## src/rtl/bcd_display_scan_if.sv

```systemverilog
// Digit/segment bus between a BCD counter chain and the multiplexed display driver.
// Master side supplies digits and controls; slave side (the driver) returns display outputs.
interface bcd_display_scan_if #(
  parameter int unsigned N_DIGITS = 4
);
  logic [4*N_DIGITS-1:0] Digits_in;
  logic                  Latch;
  logic                  Enable;
  logic [6:0]            Seg_out;
  logic [N_DIGITS-1:0]   Anode_out;
  logic                  Err_out;

  modport master (
    output Digits_in, Latch, Enable,
    input  Seg_out, Anode_out, Err_out
  );

  modport slave (
    input  Digits_in, Latch, Enable,
    output Seg_out, Anode_out, Err_out
  );
endinterface

```

## src/rtl/bcd_display_scan.sv

```systemverilog
// Time-multiplexed common-anode 7-segment driver for a snapshot of cascaded BCD digits.
// Optional feature: define LEADING_ZERO_BLANK_EN to blank leading zero digits (digit 0 never blanked).
module bcd_display_scan #(
  parameter int unsigned N_DIGITS    = 4,
  parameter int unsigned REFRESH_DIV = 1000
) (
  input  logic CLK,
  input  logic Clear_b,
  bcd_display_scan_if.slave bus
);

  localparam int unsigned CNT_W = (REFRESH_DIV > 1) ? $clog2(REFRESH_DIV) : 1;
  localparam int unsigned IDX_W = (N_DIGITS > 1) ? $clog2(N_DIGITS) : 1;

  logic [4*N_DIGITS-1:0] snapshot;
  logic [CNT_W-1:0]      refresh_cnt;
  logic [IDX_W-1:0]      scan_idx;
  logic [6:0]            seg;
  logic [N_DIGITS-1:0]   anode;
  logic                  err;

  logic [3:0]            cur_digit;
  logic [6:0]            cur_seg;
  logic                  cur_blank;
  logic [N_DIGITS-1:0]   anode_next;
  logic                  err_next;

  always_comb begin
    cur_digit  = '0;
    anode_next = '1;
    err_next   = 1'b0;
    for (int unsigned k = 0; k < N_DIGITS; k++) begin
      if (scan_idx == IDX_W'(k)) begin
        cur_digit     = snapshot[4*k +: 4];
        anode_next[k] = 1'b0;
      end
      if (snapshot[4*k +: 4] > 4'd9) err_next = 1'b1;
    end
  end

`ifdef LEADING_ZERO_BLANK_EN
  logic [N_DIGITS-1:0] zero_above;

  // zero_above[k]: digit k and every more-significant digit are exactly zero
  always_comb begin
    zero_above = '0;
    for (int unsigned k = N_DIGITS; k > 0; k--) begin
      if (k == N_DIGITS)
        zero_above[k-1] = (snapshot[4*(k-1) +: 4] == 4'd0);
      else
        zero_above[k-1] = zero_above[k] && (snapshot[4*(k-1) +: 4] == 4'd0);
    end
    cur_blank = 1'b0;
    for (int unsigned k = 1; k < N_DIGITS; k++) begin
      if (scan_idx == IDX_W'(k)) cur_blank = zero_above[k];
    end
  end
`else
  assign cur_blank = 1'b0;
`endif

  always_comb begin
    case (cur_digit)
      4'd0:    cur_seg = 7'h3F;
      4'd1:    cur_seg = 7'h06;
      4'd2:    cur_seg = 7'h5B;
      4'd3:    cur_seg = 7'h4F;
      4'd4:    cur_seg = 7'h66;
      4'd5:    cur_seg = 7'h6D;
      4'd6:    cur_seg = 7'h7D;
      4'd7:    cur_seg = 7'h07;
      4'd8:    cur_seg = 7'h7F;
      4'd9:    cur_seg = 7'h6F;
      default: cur_seg = 7'h40;
    endcase
  end

  always_ff @(posedge CLK or negedge Clear_b) begin
    if (!Clear_b) begin
      snapshot    <= '0;
      refresh_cnt <= '0;
      scan_idx    <= '0;
      seg         <= '0;
      anode       <= '1;
      err         <= 1'b0;
    end else begin
      if (bus.Latch) snapshot <= bus.Digits_in;
      err <= err_next;
      if (bus.Enable) begin
        if (refresh_cnt == CNT_W'(REFRESH_DIV - 1)) begin
          refresh_cnt <= '0;
          scan_idx    <= (scan_idx == IDX_W'(N_DIGITS - 1)) ? '0 : scan_idx + IDX_W'(1);
        end else begin
          refresh_cnt <= refresh_cnt + CNT_W'(1);
        end
        seg   <= cur_blank ? '0 : cur_seg;
        anode <= anode_next;
      end else begin
        seg   <= '0;
        anode <= '1;
      end
    end
  end

  assign bus.Seg_out   = seg;
  assign bus.Anode_out = anode;
  assign bus.Err_out   = err;

endmodule

```

## src/flat_wrapper.sv

```systemverilog
// flat-port wrapper written by rule: the top's interface ports become plain ports
module bcd_display_scan_flat 
#(
  parameter int unsigned N_DIGITS    = 4,
  parameter int unsigned REFRESH_DIV = 1000
)
  (CLK, Clear_b, bus_Digits_in, bus_Latch, bus_Enable, bus_Seg_out, bus_Anode_out, bus_Err_out);
  bcd_display_scan_if #(.N_DIGITS(N_DIGITS)) bus_i ();
  input  logic CLK;
  input  logic Clear_b;
  input wire logic [$bits(bus_i.Digits_in)-1:0] bus_Digits_in;
  input wire logic [$bits(bus_i.Latch)-1:0] bus_Latch;
  input wire logic [$bits(bus_i.Enable)-1:0] bus_Enable;
  output wire logic [$bits(bus_i.Seg_out)-1:0] bus_Seg_out;
  output wire logic [$bits(bus_i.Anode_out)-1:0] bus_Anode_out;
  output wire logic [$bits(bus_i.Err_out)-1:0] bus_Err_out;
  assign bus_i.Digits_in = bus_Digits_in;
  assign bus_i.Latch = bus_Latch;
  assign bus_i.Enable = bus_Enable;
  assign bus_Seg_out = bus_i.Seg_out;
  assign bus_Anode_out = bus_i.Anode_out;
  assign bus_Err_out = bus_i.Err_out;
  bcd_display_scan #(.N_DIGITS(N_DIGITS), .REFRESH_DIV(REFRESH_DIV)) u_core (.CLK(CLK), .Clear_b(Clear_b), .bus(bus_i));
endmodule
```

## config.mk

```make
export PLATFORM = sky130hd
export DESIGN_NAME = bcd_display_scan_flat
export DESIGN_NICKNAME = d
export VERILOG_FILES = /design/src/rtl/bcd_display_scan_if.sv /design/src/rtl/bcd_display_scan.sv /design/src/flat_wrapper.sv
export SDC_FILE = /design/constraint.sdc
export NUM_CORES = 1
export LEC_CHECK = 0
export BUFFER_PORTS_ARGS = -buffer_cell sky130_fd_sc_hd__buf_4
export CORE_ASPECT_RATIO = 2
export CORE_MARGIN = 4
export CORE_UTILIZATION = 30
export CTS_CLUSTER_SIZE = 10
export DETAILED_ROUTE_END_ITERATION = 8
export SYNTH_ARGS = -nofsm -noshare
export SYNTH_HDL_FRONTEND = slang
export SYNTH_SLANG_ARGS = --single-unit
```

## constraint.sdc

```tcl
create_clock -name CLK -period 2.6 [get_ports CLK]
set_input_delay 0.65 -clock CLK [delete_from_list [all_inputs] [get_ports CLK]]
set_output_delay 0.65 -clock CLK [all_outputs]
set_load 0.02 [all_outputs]
```

# [Yosys cells after proc, flatten, opt, wreduce, memory -nomap -nowiden]
# Memories as Yosys holds them, arrays and structs flattened.
# Cells that the tools add are included.
[word_totals] ff_bits=40 romBits=112 input_bits=20 out_inout_bits=12 elab_cells=35 memories=1
[classes] addsub=2 magnitude_cmp=4 eq_ne=4 n_mux=16 n_reduce_logical=2
[memory_table] name="(no name shown)" words=16 word_bits=7 rd=1 rd_clocked_by_memory_dff=0 wr=0 line_no="bcd_display_scan.sv:63" rtl="case (cur_digit)"
[op_table] operator="$mux W4" n=5
[op_table] operator="$gt A4 B4 Y1 const B" n=4
[op_table] operator="$add A10 B1 Y10 const B" n=1
[op_table] operator="$eq A10 B10 Y1 const B" n=1
[op_table] operator="$mux W10" n=1
[op_table] operator="$mux W1" n=8
[op_table] operator="$mux W7" n=1
[op_table] operator="$eq A2 B2 Y1 const B" n=2
[op_table] operator="$add A2 B1 Y2 const B" n=1
[op_table] operator="$eq A2 B1 Y1 const B" n=1
[op_table] operator="$logic_not A2 Y1" n=1
[op_table] operator="$mux W2" n=1
[op_table] operator="$reduce_and A2 Y1" n=1

# [Logic depth before layout (Yosys ltp)]
# An unclocked memory read counts as a cell.
[logic_depth] ltp_word=7 ltp_mapped=11 depth_no_buf=10

# [Worst setup path before layout]
# OpenSTA, ideal clock, no wires.
[synth_timing] kind="flip-flop to flip-flop" start="register u_core.scan_idx[0]" end="register u_core.seg[0] (netlist: u_core.bus.Seg_out[0])" setup_time_ns=0.101 arrival_ns=1.815 t_required_ns=2.499 slack_ns=0.684 path_stages_with_launch=10 n_path_buf=0 synth_period_minus_slack_ns=1.916 cell_sequence="dfrtp_1 inv_1 ha_1 nor2_2 o211ai_1 o211ai_1 inv_1 ha_1 mux2_4 o32ai_1"
[synth_via] elab_chain_len=7 elab_cells_between_ends=10 classes_between="eq/ne: 3; mux: 5; reduce/logical: 1; memory: 1"
[synth_lines] element="start: declaration" line_no="bcd_display_scan.sv:17" rtl="logic [IDX_W-1:0] scan_idx;"
[synth_lines] element="start signal: assignment" line_no="bcd_display_scan.sv:92" rtl="scan_idx <= (scan_idx == IDX_W'(N_DIGITS - 1)) ? '0 : scan_idx + IDX_W'(1);"
[synth_lines] element="$logic_not A2 Y1" line_no="bcd_display_scan.sv:33" rtl="if (scan_idx == IDX_W'(k)) begin"
[synth_lines] element="$mux W4 (3 in a row)" line_no="bcd_display_scan.sv:33"
[synth_lines] element="$mux W4 *" line_no="bcd_display_scan.sv:33"
[synth_lines] element="$mem_v2 Z16 W7 *"
[synth_lines] element="$mux W7 *" line_no="bcd_display_scan.sv:89" rtl="if (bus.Enable) begin"
[synth_lines] element="end signal: assignment" line_no="bcd_display_scan.sv:96" rtl="seg <= cur_blank ? '0 : cur_seg;"
[synth_lines] element="end: declaration" line_no="bcd_display_scan.sv:18" rtl="logic [6:0] seg;"
# Mark *: on every way between the ends. The rest lies on a longest branch, timed or not.
# A chain may end at the register's enable or synchronous reset.

# [Worst setup path after layout]
[layout_timing] start="register u_core.scan_idx[0]" end="register u_core.seg[3] (netlist: u_core.bus.Seg_out[3])"
# The elaborated chain is that of the path after synthesis.

==> flow_metrics.py <==
metrics = {
    "cts": {
        "cts_hold_buffers": 0,
        "clock_latency_ns": 0.28,
        "cts.reportedPaths.clkPinSlew_ns": 0.06,
        "cts_sinks": 40,
        "clk_path_buf_depth": 2,
        "h-tree-depth": 2,
        "post_cts_buffers": 0,
        "cts_inserted_buffers": 5,
        "tritoncts": "yes",
        "cts_root_buffer": "clkbuf_16",
        "cts_resized": 0,
    },
    "layout": {
        "diodes": 0,
        "layout_commonest_cell": "dfrtp_1",
        "final_cell_mix": "dfrtp_1 (36), buf_4 (31), nand2_1 (20)",
        "area_growth_syn_to_layout_pct": 25.21,
        "nets": 227,
        "layout-drive-gt1-share": 0.3636,
    },
    "power_and_ir_drop": {
        "vdd_drop_max_mv": 0.2804,
        "p_leak_nw": 1.075,
        "power_mw": 1.824,
        "p_per_area_nw_per_um2": 752.7,
    },
    "sta": {
        "final.period_utilization": 0.8275,
        "slew_viol_final": 0,
        "tightest_slew_ns": 0.4960,
        "fin_skew_ns": 0.002687,
        "fmax_mhz": 464.8,
        "relSlewSlack": 0.6693,
        "fin_crit_ns": 2.152,
        "rsz0062_at_grt": "false",
        "finalSetupViolations": 0,
        "hold_viol": 0,
        "setup_tns_ns": 0,
    },
    "floorplan": {
        "initial_core_util": 0.3068,
        "core_sq_um": 6310,
        "fp.dieW_um": 64.80,
        "rows": 41,
        "die_area_sq_um": 7879,
        "io_pins": 32,
        "die_h_um": 121.6,
    },
    "worst_setup_path": {
        "cp-startpoint": "u_core.scan_idx[0]",
        "r2r_slack_ns": 0.45,
        "crit_type": "flop to flop",
        "crit_end": "u_core.bus.Seg_out[3]",
        "reg2reg_from": "u_core.scan_idx[0]",
        "worstPathRequired_ns": 2.78,
        "startpoint_type": "flop",
        "reg2reg_to": "u_core.bus.Seg_out[3]",
        "worstSetupEndpointType": "flop",
        "cp_max_fo": 5,
        "critPathArrivalTime_ns": 2.33,
        "r2r_cells": 9,
    },
    "drt": {
        "drtPass1Iterations": 4,
        "drt.antenna.violating_nets": 0,
        "vias": 1320,
        "drt_iter0_drc": 12,
        "wl_per_cell_um": 13.00,
        "wirelength_um": 3693,
        "viasPerCell": 4.648,
        "drc": 0,
    },
    "min_path": {
        "min_path_type": "primary input to asynchronous set/reset pin",
    },
    "logic_synthesis": {
        "netlist-cell-type-count": 43,
        "synth_edf_count": 0,
        "syn-cell-area_sq_um": 1936,
        "synthFlopType": "dfrtp_1",
        "synth_cells": 163,
        "yosysWarningCount": 0,
        "async_flop_share": 1.000,
        "yosysTopAreaCell": "dfrtp_1",
        "ys_seq_elements": 40,
        "ys_top_cells_by_area": "dfrtp_1 (47%), mux2_2 (9.9%), ha_1 (6.5%), dfstp_2 (5.4%), nand2_1 (3.9%)",
        "synth_top_area_share": 0.4654,
        "syn_nets": 193,
        "avgSynthCellArea_sq_um": 11.87,
        "ys_seq_area_frac": 0.5197,
    },
    "placement": {
        "hpwl_um": 2849,
        "gp_congestion": 0.7881,
        "portBuffers": 31,
    },
    "global_routing": {
        "antenna_found_initial": 0,
        "grt_max_degree": 41,
        "grt_pass1_wl_um": 6513,
        "overflow": 0,
        "first_global_vias": 1368,
        "grtUsageTotal": 0.1087,
    },
    "flow_run": {
        "cap_viol_max_count": 0,
    },
    "run_status": {
        "status": "finished clean",
    },
}
## power breakdown
part	switching, mW	internal (mW)	total [mW]
sequential	0.0838	0.719	0.803
combinational	0.166	0.167	0.333
clock	0.238	0.450	0.689
total	0.488	1.34	1.82
## metal layers
metal	up-vias	routed length [um]	global-route usage
li1	643	-	-
met1	647	1341	0.1093
met2	24	2093	0.1931
met3	6	123	0.02399
met4	0	134	0.07550
met5	-	0	0
## layout make-up
cell class | instances | area, sq um
multi-input cells | 112 | 880.8
inverters | 7 | 28.78
fillers | 628 | 3886
clock inverters | 3 | 42.54
repair buffers | 31 | 232.7
flip-flops and latches | 40 | 1006
clock buffers | 5 | 125.1
well taps | 86 | 107.6
## flip-flops by register name, indices dropped and copies added (netlist names)
name,cells
u_core.snapshot,16
u_core.refresh_cnt,10
u_core.bus.Seg_out,7
u_core.bus.Anode_out,4
u_core.scan_idx,2
u_core.bus.Err_out,1
## synth_stat cells (2+ instances only)
| master | number |
|---|---|
| o211ai_2 | 2 |
| nor2_1 | 5 |
| dfstp_2 | 4 |
| nand4_1 | 3 |
| o32ai_1 | 2 |
| xnor2_1 | 2 |
| nand3b_1 | 2 |
| or3_1 | 2 |
| clkbuf_1 | 2 |
| inv_1 | 5 |
| nand3_1 | 4 |
| mux2i_1 | 3 |
| o21ai_0 | 9 |
| o211ai_1 | 3 |
| nand2_1 | 20 |
| a21oi_1 | 6 |
| ha_1 | 10 |
| mux2_2 | 17 |
| xor2_1 | 3 |
| dfrtp_1 | 36 |
## cell families (layout without fill, tap and decap cells)
family                   count (synthesis)  in the layout  share of synthesized area
multiplexers                            21             21                     0.1222
AND/OR/NAND/NOR                         46             46                     0.1261
buffers and inverters                   11             46                    0.02521
XOR/XNOR                                 5              5                    0.02263
adder cells (fa/ha/maj)                 10             10                    0.06464
AO/OA/AOI/OAI                           30             30                     0.1196
flip-flops                              40             40                     0.5197
## worst min-delay path by stage
stage | from | endpoint | slack [ns] | cells after the start
6_report | Clear_b | u_core.refresh_cnt[9] | 0.33 | 1
5_1_grt | Clear_b | u_core.refresh_cnt[2] | 0.36 | 1
4_1_cts | Clear_b | u_core.refresh_cnt[9] | 0.34 | 1
3_5_place_dp | u_core.refresh_cnt[4] | u_core.refresh_cnt[4] | 0.49 | 1
3_3_place_gp | u_core.refresh_cnt[4] | u_core.refresh_cnt[4] | 0.48 | 1
2_1_floorplan | Clear_b | u_core.bus.Err_out | 0.35 | 0
## worst max-delay path: stages (launching register included)
cell and delay (ns):
dfrtp_1 0.39, inv_1 0.10, ha_1 0.28, nor2_2 0.24, o211ai_1 0.12, o211ai_1 0.21
inv_1 0.12, ha_1 0.22, mux2_4 0.26, o32ai_1 0.11
## per-stage QoR
| step | std cells | hold slack [ns] | cell area, sq um | util | setup WS [ns] |
|---|---|---|---|---|---|
| 3_3_place_gp | 276 | 0.4768 | 2256 | 0.3575 | 0.5178 |
| 5_1_grt | 284 | 0.3623 | 2424 | 0.3841 | 0.2600 |
| 3_5_place_dp | 276 | 0.4878 | 2256 | 0.3575 | 0.4738 |
| 2_1_floorplan | 163 | 0.3544 | 1936 | - | 0.6839 |
| 6_report | 284 | 0.3294 | 2424 | 0.3841 | 0.4484 |
| 4_1_cts | 284 | 0.3436 | 2424 | 0.3841 | 0.4459 |
No activity file was read; power rests on OpenSTA's default activity.
